[src/rtl/commit_ctrl_pkg.sv]
// commit_ctrl_pkg: shared head-type encodings, FSM states and bus widths for the commit sequencer
package commit_ctrl_pkg;
    localparam int DATA_BUS = 32;
    localparam int REG_BUS  = 5;
    localparam int ROB_BUS  = 5;

    typedef enum logic [1:0] {
        TYPE_REG  = 2'd0,
        TYPE_BR   = 2'd1,
        TYPE_JALR = 2'd2,
        TYPE_ST   = 2'd3
    } head_type_t;

    typedef enum logic [1:0] {
        IDLE    = 2'd0,
        ST_WAIT = 2'd1,
        FLUSH   = 2'd2
    } state_t;
endpackage

[src/rtl/commit_ctrl_if.sv]
// commit_ctrl_if: ROB head, Regfile commit port, LSB store handshake and IF redirect signals
interface commit_ctrl_if
    import commit_ctrl_pkg::*;
#(
    parameter int DATA_W = DATA_BUS,
    parameter int REG_W  = REG_BUS,
    parameter int ROB_W  = ROB_BUS
) ();
    logic              head_valid;
    logic              head_ready;
    logic [1:0]        head_type;
    logic [REG_W-1:0]  head_rd;
    logic [ROB_W-1:0]  head_tag;
    logic [DATA_W-1:0] head_result;
    logic              head_mispredict;
    logic [DATA_W-1:0] head_target_pc;
    logic              head_pop;
    logic              ROB_write_S;
    logic [REG_W-1:0]  ROB_rd;
    logic [ROB_W-1:0]  ROB_Reorder;
    logic [DATA_W-1:0] ROB_result;
    logic              st_req;
    logic [ROB_W-1:0]  st_tag;
    logic              st_ack;
    logic              clr;
    logic              redirect_S;
    logic [DATA_W-1:0] redirect_pc;

    modport master (
        input  head_valid, head_ready, head_type, head_rd, head_tag, head_result,
               head_mispredict, head_target_pc, st_ack,
        output head_pop, ROB_write_S, ROB_rd, ROB_Reorder, ROB_result,
               st_req, st_tag, clr, redirect_S, redirect_pc
    );

    modport slave (
        output head_valid, head_ready, head_type, head_rd, head_tag, head_result,
               head_mispredict, head_target_pc, st_ack,
        input  head_pop, ROB_write_S, ROB_rd, ROB_Reorder, ROB_result,
               st_req, st_tag, clr, redirect_S, redirect_pc
    );
endinterface

[src/rtl/commit_ctrl.sv]
// commit_ctrl: in-order ROB retirement sequencer; define COMMIT_PERF_EN to add commit/flush perf counters
module commit_ctrl
    import commit_ctrl_pkg::*;
#(
    parameter int FLUSH_CYCLES = 1
) (
    input  logic clk,
    input  logic rst,
    input  logic rdy,
`ifdef COMMIT_PERF_EN
    output logic [31:0] perf_commits,
    output logic [15:0] perf_flushes,
`endif
    commit_ctrl_if.master bus
);
    localparam int CNT_W = $clog2(FLUSH_CYCLES) + 1;

    state_t           state, state_n;
    logic [CNT_W-1:0] cnt, cnt_n;
    head_type_t       ty;
    logic             commit, is_st, writes, mispredict;

    assign ty         = head_type_t'(bus.head_type);
    assign commit     = state == IDLE && bus.head_valid && bus.head_ready;
    assign is_st      = ty == TYPE_ST;
    assign writes     = commit && (ty == TYPE_REG || ty == TYPE_JALR);
    assign mispredict = commit && bus.head_mispredict && (ty == TYPE_BR || ty == TYPE_JALR);

    // state register: frozen while the pipeline is not ready
    always_ff @(posedge clk) begin
        if (!rst) begin
            state <= IDLE;
            cnt   <= '0;
        end else if (rdy) begin
            state <= state_n;
            cnt   <= cnt_n;
        end
    end

    // next-state: stores wait for ack, mispredicts hold the flush for FLUSH_CYCLES
    always_comb begin
        state_n = state;
        cnt_n   = cnt;
        case (state)
            IDLE: begin
                if (commit && is_st) begin
                    state_n = ST_WAIT;
                end else if (mispredict) begin
                    state_n = FLUSH;
                    cnt_n   = CNT_W'(FLUSH_CYCLES - 1);
                end
            end
            ST_WAIT: state_n = bus.st_ack ? IDLE : ST_WAIT;
            FLUSH: begin
                if (cnt == '0) state_n = IDLE;
                else cnt_n = cnt - 1'b1;
            end
            default: state_n = IDLE;
        endcase
    end

    // head pop: stores retire only on ack, everything else retires on acceptance
    always_comb begin
        bus.head_pop = rdy && (state == ST_WAIT ? bus.st_ack : commit && !is_st);
    end

    // registered commit port, store request and flush/redirect outputs
    always_ff @(posedge clk) begin
        if (!rst) begin
            bus.ROB_write_S <= 1'b0;
            bus.ROB_rd      <= '0;
            bus.ROB_Reorder <= '0;
            bus.ROB_result  <= '0;
            bus.st_req      <= 1'b0;
            bus.st_tag      <= '0;
            bus.clr         <= 1'b0;
            bus.redirect_S  <= 1'b0;
            bus.redirect_pc <= '0;
        end else begin
            bus.ROB_write_S <= rdy && writes;
            bus.redirect_S  <= rdy && mispredict;
            if (rdy) begin
                bus.clr    <= state_n == FLUSH;
                bus.st_req <= state_n == ST_WAIT;
            end
            if (rdy && writes) begin
                bus.ROB_rd      <= bus.head_rd;
                bus.ROB_Reorder <= bus.head_tag;
                bus.ROB_result  <= bus.head_result;
            end
            if (rdy && mispredict) bus.redirect_pc <= bus.head_target_pc;
            if (rdy && commit && is_st) bus.st_tag <= bus.head_tag;
        end
    end

`ifdef COMMIT_PERF_EN
    // performance counters: retired heads and mispredict flushes, wrapping
    always_ff @(posedge clk) begin
        if (!rst) begin
            perf_commits <= '0;
            perf_flushes <= '0;
        end else if (rdy) begin
            perf_commits <= perf_commits + 32'(bus.head_pop);
            perf_flushes <= perf_flushes + 16'(mispredict);
        end
    end
`endif
endmodule

[src/flat_wrapper.sv]
// flat-port wrapper written by rule: the top's interface ports become plain ports
module commit_ctrl_flat import commit_ctrl_pkg::*;
#(
    parameter int FLUSH_CYCLES = 1
)
  (clk, rst, rdy, bus_head_valid, bus_head_ready, bus_head_type, bus_head_rd, bus_head_tag, bus_head_result, bus_head_mispredict, bus_head_target_pc, bus_st_ack, bus_head_pop, bus_ROB_write_S, bus_ROB_rd, bus_ROB_Reorder, bus_ROB_result, bus_st_req, bus_st_tag, bus_clr, bus_redirect_S, bus_redirect_pc);
  commit_ctrl_if bus_i ();
  input  logic clk;
  input  logic rst;
  input  logic rdy;
  input wire logic [$bits(bus_i.head_valid)-1:0] bus_head_valid;
  input wire logic [$bits(bus_i.head_ready)-1:0] bus_head_ready;
  input wire logic [$bits(bus_i.head_type)-1:0] bus_head_type;
  input wire logic [$bits(bus_i.head_rd)-1:0] bus_head_rd;
  input wire logic [$bits(bus_i.head_tag)-1:0] bus_head_tag;
  input wire logic [$bits(bus_i.head_result)-1:0] bus_head_result;
  input wire logic [$bits(bus_i.head_mispredict)-1:0] bus_head_mispredict;
  input wire logic [$bits(bus_i.head_target_pc)-1:0] bus_head_target_pc;
  input wire logic [$bits(bus_i.st_ack)-1:0] bus_st_ack;
  output wire logic [$bits(bus_i.head_pop)-1:0] bus_head_pop;
  output wire logic [$bits(bus_i.ROB_write_S)-1:0] bus_ROB_write_S;
  output wire logic [$bits(bus_i.ROB_rd)-1:0] bus_ROB_rd;
  output wire logic [$bits(bus_i.ROB_Reorder)-1:0] bus_ROB_Reorder;
  output wire logic [$bits(bus_i.ROB_result)-1:0] bus_ROB_result;
  output wire logic [$bits(bus_i.st_req)-1:0] bus_st_req;
  output wire logic [$bits(bus_i.st_tag)-1:0] bus_st_tag;
  output wire logic [$bits(bus_i.clr)-1:0] bus_clr;
  output wire logic [$bits(bus_i.redirect_S)-1:0] bus_redirect_S;
  output wire logic [$bits(bus_i.redirect_pc)-1:0] bus_redirect_pc;
  assign bus_i.head_valid = bus_head_valid;
  assign bus_i.head_ready = bus_head_ready;
  assign bus_i.head_type = bus_head_type;
  assign bus_i.head_rd = bus_head_rd;
  assign bus_i.head_tag = bus_head_tag;
  assign bus_i.head_result = bus_head_result;
  assign bus_i.head_mispredict = bus_head_mispredict;
  assign bus_i.head_target_pc = bus_head_target_pc;
  assign bus_i.st_ack = bus_st_ack;
  assign bus_head_pop = bus_i.head_pop;
  assign bus_ROB_write_S = bus_i.ROB_write_S;
  assign bus_ROB_rd = bus_i.ROB_rd;
  assign bus_ROB_Reorder = bus_i.ROB_Reorder;
  assign bus_ROB_result = bus_i.ROB_result;
  assign bus_st_req = bus_i.st_req;
  assign bus_st_tag = bus_i.st_tag;
  assign bus_clr = bus_i.clr;
  assign bus_redirect_S = bus_i.redirect_S;
  assign bus_redirect_pc = bus_i.redirect_pc;
  commit_ctrl #(.FLUSH_CYCLES(FLUSH_CYCLES)) u_core (.clk(clk), .rst(rst), .rdy(rdy), .bus(bus_i));
endmodule
[config.mk]
export PLATFORM = sky130hd
export DESIGN_NAME = commit_ctrl_flat
export DESIGN_NICKNAME = d
export VERILOG_FILES = /design/src/rtl/commit_ctrl_pkg.sv /design/src/rtl/commit_ctrl_if.sv /design/src/rtl/commit_ctrl.sv /design/src/flat_wrapper.sv
export SDC_FILE = /design/constraint.sdc
export NUM_CORES = 1
export LEC_CHECK = 0
export CORE_ASPECT_RATIO = 0.8
export CORE_MARGIN = 8
export CORE_UTILIZATION = 44
export CTS_CLUSTER_DIAMETER = 60
export DETAILED_ROUTE_END_ITERATION = 10
export GPL_ROUTABILITY_DRIVEN = 0
export HOLD_SLACK_MARGIN = 0.12
export PLACE_DENSITY = 0.95
export SYNTH_ARGS = -nofsm -noshare
export SYNTH_HDL_FRONTEND = slang
export SYNTH_SLANG_ARGS = --single-unit
[constraint.sdc]
create_clock -name clk -period 2.64 [get_ports clk]
set_clock_uncertainty 0.05 [all_clocks]
set_input_delay 0.528 -clock clk [delete_from_list [all_inputs] [get_ports clk]]
set_output_delay 0.528 -clock clk [all_outputs]
set_load 0.1 [all_outputs]
== Word level (Yosys, flattened, before mapping) ==
Index checks and enable logic that the tools add are counted.

* $add $sub $neg: 1
* Equality and inequality tests: 9
* Muxes and demuxes: 10
* Reductions and logical operators: 19

{| class="wikitable"
|+ Operators with widths
! operator !! number
|-
| logical AND 1 bit || 12
|-
| == test 2 bit, second input constant || 4
|-
| == test 2 x 1 -> 1 bit, second input constant || 3
|-
| two-way mux 2 bit || 3
|-
| one-hot mux 2 bit (3 select lines) || 1
|-
| two-way mux 1 bit || 5
|-
| zero test 2 bit || 2
|-
| AND reduction 4 bit || 1
|-
| logical OR 1 bit || 2
|-
| inequality test 2 x 1 -> 1 bit, second input constant || 1
|-
| inequality test 2 bit, second input constant || 1
|-
| one-hot mux 1 bit (2 select lines) || 1
|-
| nonzero test 2 bit || 1
|-
| zero test 1 bit || 1
|-
| subtractor 1 bit, second input constant || 1
|}

* Register bits: 86
* Input port bits: 83
* Output and inout bits: 84
* Logic and storage cells: 50

== Depth between registers and ports, before layout ==
* Depth in word-level cells: 9
* Depth in mapped cells: 7
* Depth with buffers taken out: 5

== Worst setup path before layout ==
OpenSTA, ideal clock, no wires.

* Kind: input port to output port
* From: input port bus_head_type[0]
* To: output port bus_head_pop
* Data arrival time: 3.118 ns
* Required time: 2.062 ns
* Setup slack: -1.056 ns
* Stages: 4
* Path buffers: 0
* Cell sequence: ha_1 nor2_1 a32oi_1 nor3b_1

* Word-level cells in the longest chain between the ends: 5

{| class="wikitable"
|+ RTL lines
! item !! RTL line !! source
|-
| from (decl) || flat_wrapper.sv:13 || <nowiki>input wire logic [$bits(bus_i.head_type)-1:0] bus_head_type;</nowiki>
|-
| == test 2 bit || commit_ctrl.sv:25 || <nowiki>assign is_st = ty == TYPE_ST;</nowiki>
|-
| zero test 1 bit || commit_ctrl.sv:64 || <nowiki>bus.head_pop = rdy && (state == ST_WAIT ? bus.st_ack : commit && !is_st);</nowiki>
|-
| logical AND 1 bit || commit_ctrl.sv:64 ||
|-
| two-way mux 1 bit || commit_ctrl.sv:64 ||
|-
| logical AND 1 bit || commit_ctrl.sv:64 ||
|-
| to (decl) || flat_wrapper.sv:20 || <nowiki>output wire logic [$bits(bus_i.head_pop)-1:0] bus_head_pop;</nowiki>
|}

Every way passes these cells.

== Worst setup path in the final report ==
* From: input port bus_head_type[1]
* To: output port bus_head_pop

The elaborated chain is that of the path after synthesis.

==> results.md <==
* CP max FO at 3
* Fill cells at 646
* Initial antenna violation count at 0
* Layout Nets at 614
* Layout area overhead at 49.9%
* Grt total ovfl at 0
* Final period util at 94.8%
* Slew margin rel. at approximately two thirds
* Initial DRC Count at between 100 and 150
* Setup Buffers After CTS at 0
* Core ar. at around 7800 µm²
* Max-Cap Viols at 0
* Share of cells above drive strength 1 at approximately a fifth
* Min-Delay Path Class: reg2reg
* Final hold vios at 0
* TritonCTS clock tree: built
* Total clock buffers created by CTS at 9
* Synth Register Bits at 85
* Antenna-violating nets left at 0
* Least-Margin Pin Slew at approximately 0.52 ns
* Largest net degree at the start of global routing at 79
* Slew Limit Fails at 0
* Syn_area_per_cell at between 9 and 10 µm²
* DRC violations left at 0
* P per Cell Area at between 500 and 600 nW/µm²
* Vias/cell at 4.67
* Initial Util at 44.6%
* Hold buffer count at CTS at 0
* Cells resized by post-CTS repair at 0
* Vias in the first global route at around 3.1k
* Sinks on the clock net at 85
* Sequential-to-total area share from yosys stat at 49.2%
* Setup-failing EPs final at 0
* Ys Warns at 0
* Peak supply drop at 0.000328 V
* Clk pin slew, worst setup/hold paths at 0.08 ns
* Cells along the critical path: clkdlybuf4s50_1, ha_1, nor2_1, a32oi_1, nor3b_4, buf_12
* Input/output buffers at 166
* Slowest cell on crit path: clkdlybuf4s50_1
* Fin Hold WS at roughly 0.4 ns
* Via count at between 2k and 3k
* Syn Inst Count at roughly 370
* Drt wl/cell at 14.8 µm
* Tot GR Track Use at 17.1%
* Post-DP HPWL at approximately 7200 µm
* Die Y at 95.3 µm
* Unique masters post-synth at 23
* Root Buffer: clkbuf_8
* DIE AREA at about 11000 µm²
* Pre-Repair DR Iteration Count at 5
* Status: complete, no violations
* Leakage at around 2.1 nW
* Critical path buffers and inverters at 2
* Setup_tns at 0 ns
* Max stage delay on crit path at approximately 0.46 ns
* Worst path top cell family by delay: buffers and inverters
* Core Rows at 29
* Design Power at roughly 0.0027 W
* Critical path arrival at roughly 1.9 ns
* Global-route wire length before repair at around 15000 µm
* Post-synthesis net count at between 400 and 500
* Critical path type: in2out
* IO Count at ~170
* Clock latency at the later pin of the worst-skew pair at around 0.34 ns
* RSZ-0062 raised after global routing: no
* Post-Route WL at between 9000 and 10000 µm
* Max H-tree Level at 3
* Setup crit end kind: output port
* Post-Syn Area at about 3500 µm²
* CP required at between 2 and 2.5 ns
* Max Root-Sink Buffers at 2
* Chip Width at roughly 120 µm
* N_diodes at 0
* Startpoint types: input port
* Final worst path period need at around 2.5 ns
* Max Fclk at 400 MHz
-- worst register-to-register path, cell delays in order, from the launching register on --
cell and delay (ns):
dfxtp_1 0.38, nand4b_4 0.24, nor3_2 0.31, buf_12 0.29, mux2i_1 0.25
-- cells in the final DEF (no fill, tap or decap) --
cell and instances:
nand2_1 155, buf_4 87, dfxtp_1 85, clkdlybuf4s50_1 81
mux2i_1 79, clkbuf_8 9, o21a_1 4, buf_12 4
inv_1 3, and2_1 3, ha_1 3, nor2_1 2
and2b_2 2, bufinv_16 2, clkinv_2 2, a32oi_1 1
nor3b_4 1, nand4b_4 1, nor3_2 1, nor3b_2 1
o21ai_0 1, nor3_4 1, nor4_1 1, o32ai_1 1
clkinvlp_4 1
-- cell families after synthesis --
kind of cell | Yosys count | synth area share (%)
flops | 85 | 49.2
fa+ha+maj | 3 | 1.08
simple gates | 168 | 20.1
mux | 79 | 22.8
buf+inv | 30 | 5.24
compound gates | 7 | 1.52
-- routing by layer --
| layer | vias to the layer above | routed length, µm | track usage (%) |
|---|---|---|---|
| li1 | 1509 | - | - |
| met1 | 1376 | 3820 | 18.8 |
| met2 | 86 | 4770 | 29.3 |
| met3 | 13 | 721 | 6.77 |
| met4 | 0 | 149 | 6.54 |
| met5 | - | 0 | 0 |
-- synth_stat cells, drive strengths merged --
master	number	area [µm²]
nand2	155	582
dfxtp	85	1700
mux2i	79	791
clkbuf	18	67.6
buf	9	103
o21a	4	30.0
and2	3	18.8
ha	3	37.5
inv	3	11.3
and2b	2	17.5
nor2	2	7.51
nor3	2	21.3
nor3b	2	20.0
a32oi	1	8.76
nand4b	1	23.8
nor4	1	6.26
o21ai	1	5.00
o32ai	1	8.76
-- flip-flops by register name, indices dropped and copies added, names as in the netlist, 2 cells and up --
name and cells:
u_core.bus.st_tag 5, u_core.state 2, u_core.bus.redirect_pc 32, u_core.bus.ROB_result 32
u_core.bus.ROB_Reorder 5, u_core.bus.ROB_rd 5
-- worst paths after layout --
check | from | endpoint | slack [ns] | cells past startpoint
min | u_core.bus.redirect_pc[15] | u_core.bus.redirect_pc[15] | 0.41 | 2
max reg2reg | u_core.state[1] | u_core.bus.ROB_result[20] | 1.05 | 4
min reg2reg | u_core.bus.redirect_pc[15] | u_core.bus.redirect_pc[15] | 0.41 | 2
max | bus_head_type[1] | bus_head_pop | 0.14 | 6
-- area by class of cell --
class	count	area, µm²	share of cell area (%)
Inverter	3	11.3	0.217
Clock buffer	9	124	2.39
Multi-Input combinational cell	257	1590	30.7
Sequential cell	85	1700	32.8
Timing Repair Buffer	172	1540	29.8
Clock inverter	5	77.6	1.50
Tap cell	108	135	2.60
-- through the flow --
| step | utilization, % | setup WS, ns | instance area [µm²] | cells |
|---|---|---|---|---|
| finish | 66.8 | 0.138 | 5190 | 639 |
| global route | 66.8 | 0.0542 | 5190 | 639 |
| CTS | 66.8 | 0.138 | 5190 | 639 |
| detailed placement | 64.2 | 0.140 | 4990 | 625 |
| global placement | 64.2 | 0.210 | 4990 | 625 |
| floorplan | - | 0.273 | 3470 | 372 |
-- power by group --
group	internal [W]	switching, W	total, W
combinational	0.000182	0.000279	0.000461
sequential	0.00130	0.0000130	0.00132
clock	0.000520	0.000446	0.000966
Note: power is estimated with default switching activity, not from simulation.
